[config.mk]
export PLATFORM = sky130hd
export DESIGN_NAME = pipe_pal_operand_packer
export DESIGN_NICKNAME = d
export VERILOG_FILES = /design/src/rtl/pipe_pal_operand_packer.sv
export SDC_FILE = /design/constraint.sdc
export NUM_CORES = 1
export LEC_CHECK = 0
export ABC_AREA = 1
export CAP_MARGIN = 20
export CELL_PAD_IN_SITES_DETAIL_PLACEMENT = 1
export CELL_PAD_IN_SITES_GLOBAL_PLACEMENT = 1
export CORE_MARGIN = 3
export CORE_UTILIZATION = 37
export CTS_CLUSTER_DIAMETER = 50
export DETAILED_ROUTE_END_ITERATION = 10
export MAX_ROUTING_LAYER = met4
export PLACE_DENSITY_LB_ADDON = 0.1
export SLEW_MARGIN = 10
export SYNTH_ARGS = -nofsm -noshare
export SYNTH_HDL_FRONTEND = slang
export SYNTH_SLANG_ARGS = --single-unit
[constraint.sdc]
create_clock -name i_clk -period 2.9 [get_ports i_clk]
set_input_delay 0.435 -clock i_clk [delete_from_list [all_inputs] [get_ports i_clk]]
set_output_delay 0.435 -clock i_clk [all_outputs]
set_load 0.05 [all_outputs]
[src/rtl/pipe_pal_operand_packer.sv]
// Packs a serial valid/ready word stream into (c, d) operand pairs for pipe_pal.
// An odd-length burst is padded with d = 0. Emitted pairs are counted.
module pipe_pal_operand_packer #(
  parameter int W_DATA = 32,
  parameter int W_CNT  = 16
) (
  input  logic              i_clk,
  input  logic              i_reset,
  input  logic              i_valid,
  output logic              o_ready,
  input  logic [W_DATA-1:0] i_data,
  input  logic              i_last,
  output logic              o_valid,
  input  logic              i_ready,
  output logic [W_DATA-1:0] o_c,
  output logic [W_DATA-1:0] o_d,
  output logic              o_odd,
  output logic              o_last,
  output logic [W_CNT-1:0]  o_pair_cnt
);

  typedef enum logic {S_EMPTY, S_HALF} state_t;

  state_t            state_q;
  logic [W_DATA-1:0] cHold_q;
  logic              valid_q;
  logic [W_DATA-1:0] c_q;
  logic [W_DATA-1:0] d_q;
  logic              odd_q;
  logic              last_q;
  logic [W_CNT-1:0]  pairCnt_q;

  logic              outFree;
  logic              inXfer;
  logic              outXfer;
  logic              loadPair;
  logic [W_DATA-1:0] pairC_d;
  logic [W_DATA-1:0] pairD_d;
  logic              pairOdd_d;

  // Ready is derived only from the output register and reset, never from i_valid.
  assign outFree  = !valid_q || i_ready;
  assign o_ready  = outFree && !i_reset;
  assign inXfer   = i_valid && o_ready;
  assign outXfer  = valid_q && i_ready;
  assign loadPair = inXfer && ((state_q == S_HALF) || i_last);

  always_comb begin
    pairC_d   = i_data;
    pairD_d   = '0;
    pairOdd_d = 1'b1;
    if (state_q == S_HALF) begin
      pairC_d   = cHold_q;
      pairD_d   = i_data;
      pairOdd_d = 1'b0;
    end
  end

  // A new pair may replace the one being accepted downstream in the same cycle.
  always_ff @(posedge i_clk) begin
    if (i_reset) begin
      state_q   <= S_EMPTY;
      cHold_q   <= '0;
      valid_q   <= 1'b0;
      c_q       <= '0;
      d_q       <= '0;
      odd_q     <= 1'b0;
      last_q    <= 1'b0;
      pairCnt_q <= '0;
    end else begin
      if (outXfer) begin
        pairCnt_q <= pairCnt_q + W_CNT'(1);
      end
      if (loadPair) begin
        valid_q <= 1'b1;
        c_q     <= pairC_d;
        d_q     <= pairD_d;
        odd_q   <= pairOdd_d;
        last_q  <= i_last;
      end else if (outXfer) begin
        valid_q <= 1'b0;
      end
      if (state_q == S_EMPTY) begin
        if (inXfer && !i_last) begin
          cHold_q <= i_data;
          state_q <= S_HALF;
        end
      end else if (inXfer) begin
        state_q <= S_EMPTY;
      end
    end
  end

  assign o_valid    = valid_q;
  assign o_c        = c_q;
  assign o_d        = d_q;
  assign o_odd      = odd_q;
  assign o_last     = last_q;
  assign o_pair_cnt = pairCnt_q;

endmodule

## Word-level counts from Yosys, hierarchy flattened

Cells that the tools add are included.
W data, S select, Z words.

| cells by class | value |
|---|---|
| add/subtract/negate cells | 1 |
| mux-type cells | 8 |
| bitwise logic cells | 1 |
| reduce and logical (&&, ||, !) cells | 12 |

Operators with widths:

| operator | number |
|---|---|
| $mux W32 | 2 |
| $add A16 B1 Y16 const B | 1 |
| $mux W1 | 6 |
| $logic_and A1 B1 Y1 | 5 |
| $logic_not A1 Y1 | 3 |
| $logic_or A1 B1 Y1 | 2 |
| $reduce_and A2 Y1 | 1 |
| $reduce_bool A2 Y1 | 1 |
| $not A1 Y1 | 1 |

| word-level totals | value |
|---|---|
| register bits after elaboration | 116 |
| input bits | 37 |
| output and inout port bits | 84 |
| word-level logic and storage cells | 30 |

## Depth between registers and ports, before layout

| logic depth | value |
|---|---|
| depth in word-level cells | 7 |
| depth in mapped cells | 9 |
| depth with buffers taken out | 8 |

## Worst setup path before layout

No wires, ideal clock.

| timing | value |
|---|---|
| path type | register to register |
| from | register valid_q (netlist: o_valid) |
| to | register d_q[2] (netlist: o_d[2]) |
| library setup time | 0.067 ns |
| arrival | 1.652 ns |
| required time | 2.833 ns |
| slack | 1.181 ns |
| stages on the path, launching flop included | 10 |
| path buffers | 1 |
| path through | dfxtp_1 > inv_1 > nor2_2 > nor2_4 > nand2_2 > nor2_4 > nor2_4 > buf_6 > nand2_1 > o21ai_2 |

| on the way | value |
|---|---|
| cells in the longest elaborated chain, start to end | 5 |

Ends and longest elaborated chain:

| what | line | text |
|---|---|---|
| start: declaration | 26 | `logic valid_q;` |
| start signal: assignment | 64 | `valid_q <= 1'b0;` |
| start signal: assignment | 75 | `valid_q <= 1'b1;` |
| start signal: assignment | 81 | `valid_q <= 1'b0;` |
| $logic_not A1 Y1 | 42 | `assign outFree = !valid_q \|\| i_ready;` |
| $logic_or A1 B1 Y1 | 42 |  |
| $logic_and A1 B1 Y1 | 43 | `assign o_ready = outFree && !i_reset;` |
| net o_ready | 10 | `output logic o_ready,` |
| $logic_and A1 B1 Y1 | 44 | `assign inXfer = i_valid && o_ready;` |
| $logic_and A1 B1 Y1 | 46 | `assign loadPair = inXfer && ((state_q == S_HALF) \|\| i_last);` |
| end signal: assignment | 77 | `d_q <= pairD_d;` |
| end: declaration | 28 | `logic [W_DATA-1:0] d_q;` |

The timed path passes the listed nets, and every way through them passes these cells.
A chain may end at the register's enable or synchronous reset.

## Worst setup path in the final report

| timing | value |
|---|---|
| from | input port i_ready |
| to | output port o_ready |

| on the way | value |
|---|---|
| cells in the longest elaborated chain, start to end | 2 |

Ends and longest elaborated chain:

| what | line | text |
|---|---|---|
| start: declaration | 14 | `input logic i_ready,` |
| $logic_or A1 B1 Y1 | 42 |  |
| $logic_and A1 B1 Y1 | 43 |  |
| end: declaration | 10 |  |

No other way between the ends.

==> impl_metrics.csv <==
group,metric,value,unit
place,port_buffers,120,
power_and_ir_drop,power_frac_seq,0.397,
global_route,grt_usage,0.2166,
clock_tree,cts_sinks,116,
critical_path,critPathKind,"in2out",
power_and_ir_drop,switching_share,0.2658,
routing,vias_per_cell,4.865,
clock_tree,hold_buffers,0,
critical_path,cpLargestDelayFamily,"buffers and inverters",
power_and_ir_drop,power.leakage,2.658,nW
floorplanning,start_util,0.3841,
global_route,grt_pass1_wl,23.94,mm
global_route,grt.overflow.total,0,
synthesis,ys.flop_type,"dfxtp_1",
synthesis,synth_cells,633,
routing,drt_wl_total,14.30,mm
synthesis,ys_seq_area_frac,0.4972,
global_route,grt_max_degree,67,
timing,worst_slew_margin_rel,0.3881,
synthesis,synth.distinct_cells,26,
timing,fin_skew,0.004878,ns
clock_tree,cts_root_buffer,"clkbuf_16",
synthesis,synth-seq-cells,116,
clock_tree,cts_tree,"yes",
timing,max_slew.worst_pin.slew,0.9157,ns
worst_hold_path,hold_path_depth,2,
place,dp.cells,895,
synthesis,syn_area_per_cell,7.379,µm²
place,place_congestion,0.7589,
place,dp_hpwl,9.624,mm
synthesis,synth_top_area_cell,"dfxtp_1",
clock_tree,clock_latency,0.41,ns
clock_tree,cts_buffers,17,
critical_path,path_buf_inv,2,
critical_path,worstPathRequired,2.47,ns
synthesis,synthTopCellsByArea,"dfxtp_1 (50%), nor2_1 (12%), o21ai_0 (12%)",
routing,drt_iter0_markers,208,
final_layout,final_cell_mix,"nor2_1 (154), clkdlybuf4s50_1 (120), dfxtp_1 (115)",
final_layout,fin_util,0.5376,
clock_tree,htree_num_levels,4,
clock_tree,cts_resized,0,
power_and_ir_drop,total_power,4.286,mW
critical_path,cp_cell_sequence,"clkdlybuf4s50_1, nor2_2, nor2_4, clkdlybuf4s50_1",
critical_path,end_kind,"primary output",
final_layout,n_antenna_cell,0,
critical_path,cp-startpoint,"i_ready",
timing,whs,0.4636,ns
power_and_ir_drop,vdd.ir_drop.worst,470.0,µV
routing,drtAntennaViolNets,0,
timing,hold_viol,0,
clock_tree,cts_setup_buffers,0,
final_layout,fin_cells,927,
floorplanning,fp.coreArea,0.01216,mm²
place,dpl_cell_area,0.005951,mm²
job,maxCapViolations,0,
final_layout,area_growth,39.97,%
floorplanning,ios,121,
critical_path,crit_cells,4,
critical_path,worstPathMaxFanout,3,
routing,drc_errors,0,
critical_path,r2r-start,"o_valid",
critical_path,crit_top_cell,"clkdlybuf4s50_1",
timing,setup_slack,0.4644,ns
synthesis,synth_area,0.004671,mm²
clock_tree,clkTransAtPathRegs,0.05,ns
timing,fin_tns_setup,0,ns
timing,setup_viol,0,
routing,drt-pass1-iter-count,4,
floorplanning,die_w,118.4,µm
power_and_ir_drop,power.density,655.7,mW/mm²
critical_path,cp_data_arrival_time,2.00,ns
routing,wl_per_cell,15.42,µm
timing,fin_crit_sh,0.8399,
outcome,outcome,"finished, final reports clean",
critical_path,rr_worst_depth,8,
global_route,grt_pass1_vias,4898,
synthesis,ys_warn_count,0,
final_layout,stdcell_area,0.006538,mm²
power_and_ir_drop,intPower,3.147,mW
timing,layout_min_cycle_time,2.436,ns
power_and_ir_drop,combinationalPowerShare,0.124,
synthesis,synth_top_area_share,0.4972,
synthesis,synthArstFlopShare,0,
critical_path,max_stage_delay,0.83,ns
final_layout,fin_nets,784,
power_and_ir_drop,p_switching,1.139,mW
clock_tree,clockBufferDepth,2,
final_layout,drive_gt1_frac,0.08037,
timing,clock.fmax,410.6,MHz
place,pre_cts_ws,0.4153,ns
floorplanning,die_h,118.4,µm
critical_path,startpoint_type,"input port",
critical_path,worst_path_max_delay_cell,"clkdlybuf4s50_1",
timing,rsz0062_at_grt,"false",
worst_hold_path,min-delay-start,"o_d[5]",
timing,slew_viol_final,0,
final_layout,layout_commonest_cell,"nor2_1",
floorplanning,dieArea,0.01401,mm²
synthesis,synth.net_count,671,
routing,vias,4510,
floorplanning,row_count,40,
worst_hold_path,hold_path.class,"reg2reg",
global_route,antenna_found_initial,0,
synthesis,synth_edf_count,0,
power_and_ir_drop,p_clk_frac,0.479,
## cells by family after synthesis
logic type,Yosys count,synth area share
buffers and inverters,92,0.09296
AOI/OAI and AO/OA,145,0.1642
adders and majority gates,1,0.002678
and+or+nand+nor,279,0.2430
DFF,116,0.4972
## power by group through the flow
| stage | Clock, mW | Combinational, mW | Sequential [mW] |
|---|---|---|---|
| after floorplan | 0 | 0.187 | 1.88 |
| after global placement | 0 | 0.521 | 1.73 |
| after detailed placement | 0 | 0.534 | 1.73 |
| after CTS | 2.09 | 0.539 | 1.70 |
| after global routing | 2.18 | 0.578 | 1.71 |
| final | 2.05 | 0.532 | 1.70 |
## tightest hold or removal path: stages, from the launching register on
cell	delay (ns)
dfxtp_1	0.31
nand2_1	0.06
o21ai_1	0.05
## Yosys cell counts (3+ instances only)
cell	n
nand4_1	4
o21ai_1	16
buf_2	6
clkbuf_2	3
inv_1	56
clkbuf_1	13
dfxtp_1	116
nor2_4	3
buf_6	9
nor2_1	154
o21ai_0	109
nand2_1	97
a21oi_1	8
nand2_2	3
o21ai_2	9
nand3_1	12
## layout make-up
| type | instances | area (µm²) |
|---|---|---|
| clock inverter | 13 | 133.9 |
| fill | 1521 | 5624 |
| clock buffer | 19 | 452.9 |
| inverter | 59 | 224.0 |
| timing repair buffer | 127 | 1279 |
| sequential | 116 | 2323 |
| tap | 168 | 210.2 |
| multi-input combinational | 425 | 1914 |
## worst paths after layout
path / endpoint / slack, ns
setup reg to reg: o_d[11] / 0.93
hold reg to reg: o_d[5] / 0.46
hold / removal: o_d[5] / 0.46
setup / recovery: o_ready / 0.46
## routing by layer
metal	wire length [µm]	GRT usage	up-vias
met5	0	-	-
met4	206	0.07985	0
met3	556	0.04593	16
met2	7293	0.3723	85
met1	6240	0.2488	2177
li1	-	-	2232
## state kept, by name (all words and copies together) (netlist names)
register and count:
state_q 1, o_odd 1, o_c 32, cHold_q 32, o_valid 1, o_d 32
o_pair_cnt 16, o_last 1
Note: power is estimated with default switching activity, not from simulation.
